$ cat src/rtl/mips_pkg.sv
// Shared MIPS core definitions.
// Fetch-entry bundle and fetch defaults.
package mips_pkg;

  localparam logic [31:0] RESET_PC_DEFAULT = 32'h0000_3000;
  localparam int INSTR_W = 32;

  typedef struct packed {
    logic [31:0]        pc;
    logic [INSTR_W-1:0] instr;
  } fetch_entry_t;

endpackage

$ cat src/rtl/fetch_fifo.sv
// Fetch queue storage: circular buffer of fetch entries.
// Clear empties it; keep_head trims it to the head entry alone.
module fetch_fifo
  import mips_pkg::*;
#(
  parameter  int DEPTH = 4,
  localparam int AW    = $clog2(DEPTH)
) (
  input  logic         clk,
  input  logic         reset,
  input  logic         push,
  input  logic         pop,
  input  logic         clear,
  input  logic         keep_head,
  input  fetch_entry_t wdata,
  output fetch_entry_t rdata,
  output logic [AW:0]  count
);

  fetch_entry_t  mem [DEPTH];
  logic [AW-1:0] rd_ptr;
  logic [AW-1:0] wr_ptr;

  always_ff @(posedge clk) begin
    if (reset || clear) begin
      rd_ptr <= '0;
      wr_ptr <= '0;
      count  <= '0;
    end else if (keep_head) begin
      wr_ptr <= rd_ptr + AW'(1);
      count  <= (AW+1)'(1);
    end else begin
      if (push) wr_ptr <= wr_ptr + AW'(1);
      if (pop)  rd_ptr <= rd_ptr + AW'(1);
      unique case ({push, pop})
        2'b10:   count <= count + (AW+1)'(1);
        2'b01:   count <= count - (AW+1)'(1);
        default: count <= count;
      endcase
    end
  end

  always_ff @(posedge clk) begin
    if (push) mem[wr_ptr] <= wdata;
  end

  assign rdata = mem[rd_ptr];

endmodule

$ cat src/rtl/fetch_queue_stage.sv
// Instruction fetch stage: owns the PC and prefetches into a queue.
// Decode consumes over valid/ready; redirects may keep the delay slot.
module fetch_queue_stage
  import mips_pkg::*;
#(
  parameter  int          DEPTH      = 4,
  parameter  logic [31:0] RESET_PC   = RESET_PC_DEFAULT,
  parameter  bit          DELAY_SLOT = 1'b1,
  localparam int          CW         = $clog2(DEPTH) + 1
) (
  input  logic               clk,
  input  logic               reset,
  output logic [31:0]        imem_addr,
  output logic               imem_en,
  input  logic [31:0]        imem_rdata,
  input  logic               redirect,
  input  logic [31:0]        redirect_pc,
  output logic               d_valid,
  input  logic               d_ready,
  output logic [31:0]        d_pc,
  output logic [31:0]        d_pc4,
  output logic [INSTR_W-1:0] d_instr,
  output logic [CW-1:0]      count
);

  logic [31:0]  pc;
  logic         empty;
  logic         full;
  logic         pop;
  logic         fetch;
  logic         push;
  logic         clear;
  logic         keep_head;
  logic         unused_lo;
  fetch_entry_t entry;
  fetch_entry_t head;

  assign empty   = (count == '0);
  assign full    = (count == CW'(DEPTH));
  assign d_valid = !empty;
  assign pop     = d_valid & d_ready;
  assign fetch   = !reset & (!full | pop);

  // On redirect only an empty queue with delay slots takes a write
  assign push      = fetch & (!redirect | (DELAY_SLOT & empty));
  assign clear     = redirect & (!DELAY_SLOT | pop);
  assign keep_head = redirect & DELAY_SLOT & !empty & !pop;

  assign imem_en   = push;
  assign imem_addr = pc;
  assign entry     = '{pc: pc, instr: imem_rdata};
  assign unused_lo = ^redirect_pc[1:0];

  always_ff @(posedge clk) begin
    if (reset)         pc <= RESET_PC;
    else if (redirect) pc <= {redirect_pc[31:2], 2'b00};
    else if (push)     pc <= pc + 32'd4;
  end

  fetch_fifo #(.DEPTH(DEPTH)) u_fifo (
    .clk       (clk),
    .reset     (reset),
    .push      (push),
    .pop       (pop),
    .clear     (clear),
    .keep_head (keep_head),
    .wdata     (entry),
    .rdata     (head),
    .count     (count)
  );

  assign d_pc    = d_valid ? head.pc : '0;
  assign d_pc4   = d_valid ? head.pc + 32'd4 : '0;
  assign d_instr = d_valid ? head.instr : '0;

endmodule
$ cat config.mk
export PLATFORM = sky130hd
export DESIGN_NAME = fetch_queue_stage
export DESIGN_NICKNAME = d
export VERILOG_FILES = /design/src/rtl/mips_pkg.sv /design/src/rtl/fetch_fifo.sv /design/src/rtl/fetch_queue_stage.sv
export SDC_FILE = /design/constraint.sdc
export NUM_CORES = 1
export LEC_CHECK = 0
export BUFFER_PORTS_ARGS = -buffer_cell sky130_fd_sc_hd__buf_2
export CORE_MARGIN = 5
export CORE_UTILIZATION = 53
export CTS_BUF_LIST = sky130_fd_sc_hd__clkbuf_2
export DETAILED_ROUTE_END_ITERATION = 16
export PLACE_DENSITY = 0.89
export REMOVE_ABC_BUFFERS = 1
export SETUP_SLACK_MARGIN = 0.15
export SYNTH_ARGS = -nofsm -noshare
export SYNTH_HDL_FRONTEND = slang
export SYNTH_SLANG_ARGS = --single-unit
$ cat constraint.sdc
create_clock -name clk -period 3.4 [get_ports clk]
set_input_delay 0.68 -clock clk [delete_from_list [all_inputs] [get_ports clk]]
set_output_delay 0.68 -clock clk [all_outputs]
set_load 0.005 [all_outputs]
==> run summary <==
The run finished, with violations left. The final reports fail on setup timing. Dividing the detail-routed wire length by the instance count gives 21.4 um. In this run the static leakage power is 5.87 nW.

The initialized floorplan defines 56 standard-cell rows. The floorplan step defined a die boundary enclosing 27000 um^2. Max-cap violations in this run came to 0. The share of the synthesized netlist area taken by xor and xnor gates is 0.0229, and the power per standard cell area is 767 nW/um^2. The mux cell area share after synthesis is 0.130, and the final core utilization is 0.677. After layout, the minimum clock period comes to 3.95 ns. The biggest area contributor in the post-synthesis netlist is sky130_fd_sc_hd__edfxtp_1.

For the post-placement cell area, the log shows 14000 um^2. The worst setup path is captured at an output port. After clock tree synthesis, the clock-pin slew on the worst setup and hold paths is 0.14 ns.

After synthesis, the netlist uses 52 different library cells. Using the TritonRoute via totals, the vias-per-cell ratio works out to 5.70. In this run the deepest clock path goes through 3 buffers. The growth of design area from synthesis to finish was 26.1%. For the number of optimization iterations in the first detailed-route pass, the log shows 5.

The total track usage was 0.228. At the end of routability-driven placement, the weighted congestion stood at 0.785. Buffers inserted to repair hold after CTS numbered 0. After the first detailed-routing iteration, the DRC count stood at 663. The run gives 0.653 as the sequential fraction of the synthesis area. Total number of H-tree levels: 3. The worst setup path is of the reg2out kind. The first global-routing pass estimated 46900 um of wire.

TritonCTS built the clock tree. The total of flip-flops plus latches after synthesis works out to 287. During I/O placement, the number of pins put on the boundary was 201.

A synthesized cell averages 15.7 um^2. In this run, placement finished with an instance count of 1294. At the later pin of the worst-skew pair, clock insertion delay measures 0.82 ns.

The tools report the netlist area before placement as 12600 um^2. Input and output buffers added on the ports amount to 192. In the layout the commonest cells are 248 x sky130_fd_sc_hd__edfxtp_1, 156 x sky130_fd_sc_hd__buf_2, 93 x sky130_fd_sc_hd__clkbuf_2.

The tools report the number of buffers inserted during clock tree synthesis as 70. After synthesis, the largest family of logic cells by area is multiplexers. Prior to clock tree synthesis, the placed netlist has a worst setup slack of 0.167 ns. The number of antenna violations at the first check in global routing was 1; the layout cell share with drive strength beyond 1 was 0.479. Entering global routing, the biggest net connects 64 pins. For the number of endpoints with negative hold slack in the final report, the log shows 0.

The run gives 8407 as the total number of vias. STA classifies the critical path startpoint as a register. Global routing finished with a remaining overflow of 0. The library cell used as clock root buffer was sky130_fd_sc_hd__clkbuf_2. For the pin with the worst max-slew slack, the measured transition is 0.975 ns. The area fraction in compound gates after synthesis came out at 0.0384.

The run gives 23500 um^2 as the core region area. The via count of the first global-routing pass was 8572; the final cell count without fillers was 1474. Setup violations remaining at the end of the flow were counted as 48.

After filler insertion, the fill cell instance count of the layout stands at 1558. VDD sags by at most 0.000687 V. The layout net count came out at 1185. The tools report the worst setup skew after layout as 0.0676 ns. The tools report the final worst setup slack as -0.545 ns. The commonest non-fill, non-tap cell in the layout was sky130_fd_sc_hd__edfxtp_1. The Yosys warning count is 0, and the share of synthesized cell area in and, or, nand and nor gates is 0.118.

The number of pins exceeding their max-slew limit in the final report is 0. The starting density of the core is 0.537, and the maximum clock rate is 253 MHz. After technology mapping, the gate count stands at 803.

The tools report the final wirelength as 31500 um. The final antenna-violating net count came out at 0. Setup repair after global routing could not meet its margin everywhere.

Data arrives at the worst endpoint at 3.27 ns. By area the synthesized netlist is led by sky130_fd_sc_hd__edfxtp_1 59%, sky130_fd_sc_hd__mux4_2 7.2%, sky130_fd_sc_hd__dfxtp_1 6.2%. Relative max-transition margin: 0.350. The post-synthesis share of cell area spent on full adders, half adders and majority gates came out at 0.00954. In this run the worst path has a maximum fanout of 6. The die is 164 um wide. The type of the most critical hold path was in2reg. The tools report the detailed-placement wirelength estimate as 19100 um.

The die is 164 um tall. The top-area cell type share of the netlist area works out to 0.591. Clock tree synthesis found a total of 287 sinks. For this run, design rule violations remaining after detail routing come to 0. The run gives 2.72 ns as the endpoint required time on the critical path. The finished cells cover 15900 um^2.

The post-route clock period utilization was 1.16.
cell type report:
cell class              count  area, um^2  area share
flip-flops and latches    287        8240       0.518
multi-input cells         455        4330       0.272
repair buffers            278        2230       0.141
clock buffers              93         465      0.0293
well taps                 319         399      0.0251
clock inverters            25         159      0.0100
inverters                  16        65.1     0.00409
diodes                      1        2.50    0.000157
timing repair:
item,4_1_cts,5_1_grt
pin swaps,21,39
endpoints found under the setup margin,72,82
setup buffers,39,17
gates cloned,5,1
gates resized for setup,120,112
synth_stat cells, drive strengths merged:
cell type / count
xnor2: 25
o31ai: 7
nor2b: 1
and3: 7
or4: 7
a221oi: 2
nand4: 12
nor4b: 1
o21ai: 9
nand3: 22
or3: 9
and2: 70
nor2: 51
mux4: 62
nand2b: 1
buf: 25
clkbuf: 25
inv: 16
ha: 8
nand4bb: 1
nor3: 17
and4: 10
conb: 1
mux2i: 7
nand2: 30
a211oi: 18
o31a: 3
xor2: 8
o21bai: 4
o22ai: 1
a22oi: 5
mux2: 8
a21oi: 18
nor4: 16
fa: 1
edfxtp: 248
a311oi: 3
dfxtp: 39
a31oi: 1
nor3b: 4
where the power goes:
group          internal (W)  leakage, nW  switching, W
sequential          0.00439         2.61      0.000227
combinational       0.00282         2.79       0.00253
clock              0.000901        0.471       0.00133
stage by stage:
step	hold slack (ns)	setup TNS [ns]	total power, W
after floorplan	0.504	-723.17	0.00680
after global placement	0.533	0	0.00833
after detailed placement	0.545	0	0.00844
after CTS	0.0196	-13.89	0.0115
after global routing	0.0330	-21.29	0.0129
final	0.104	-12.21	0.0122
routing by layer:
layer / up-vias / wire (um) / track usage / share of wire
met1: 4162 / 12700 / 0.298 / 0.40
met3: 63 / 2490 / 0.0540 / 0.079
met5: - / 0 / 0 / 0
met4: 0 / 803 / 0.0888 / 0.025
met2: 409 / 15600 / 0.372 / 0.49
li1: 3773 / - / - / -
worst paths after layout:
check             startpoint                end  slack (ns)  depth (start not counted)
max reg2reg  u_fifo.count[0]    u_fifo.count[2]        0.85                          9
min            imem_rdata[6]   u_fifo.mem[1][6]        0.10                          1
max                 register          d_pc4[25]       -0.55                         10
min reg2reg    imem_addr[29]  u_fifo.mem[3][61]        0.54                          0
state kept, by name, indices dropped and copies added (netlist names), named ones only:
register / count
u_fifo.mem: 248
imem_addr: 30
u_fifo.wr_ptr: 2
u_fifo.rd_ptr: 2
u_fifo.count: 3
logic make-up (layout without fill, tap and decap cells):
| group | count (synthesis) | count (layout) |
|---|---|---|
| DFF | 287 | 287 |
| and+or+nand+nor | 259 | 259 |
| muxes | 77 | 77 |
| AOI/OAI and AO/OA | 71 | 71 |
| buffers and inverters | 66 | 412 |
| xor gates and xnor gates | 33 | 33 |
| adders and majority gates | 9 | 9 |
| other | 1 | 7 |
critical path: stages (launching register included):
cell and delay (ns):
sky130_fd_sc_hd__dfxtp_4 0.40, sky130_fd_sc_hd__buf_6 0.13, sky130_fd_sc_hd__buf_8 0.13, sky130_fd_sc_hd__buf_16 0.14, sky130_fd_sc_hd__mux4_2 0.37, sky130_fd_sc_hd__buf_6 0.11
sky130_fd_sc_hd__nand4_1 0.18, sky130_fd_sc_hd__nor3_4 0.39, sky130_fd_sc_hd__nand3_2 0.14, sky130_fd_sc_hd__mux2_4 0.33, sky130_fd_sc_hd__buf_6 0.12
No activity file was read; power rests on OpenSTA's default activity.
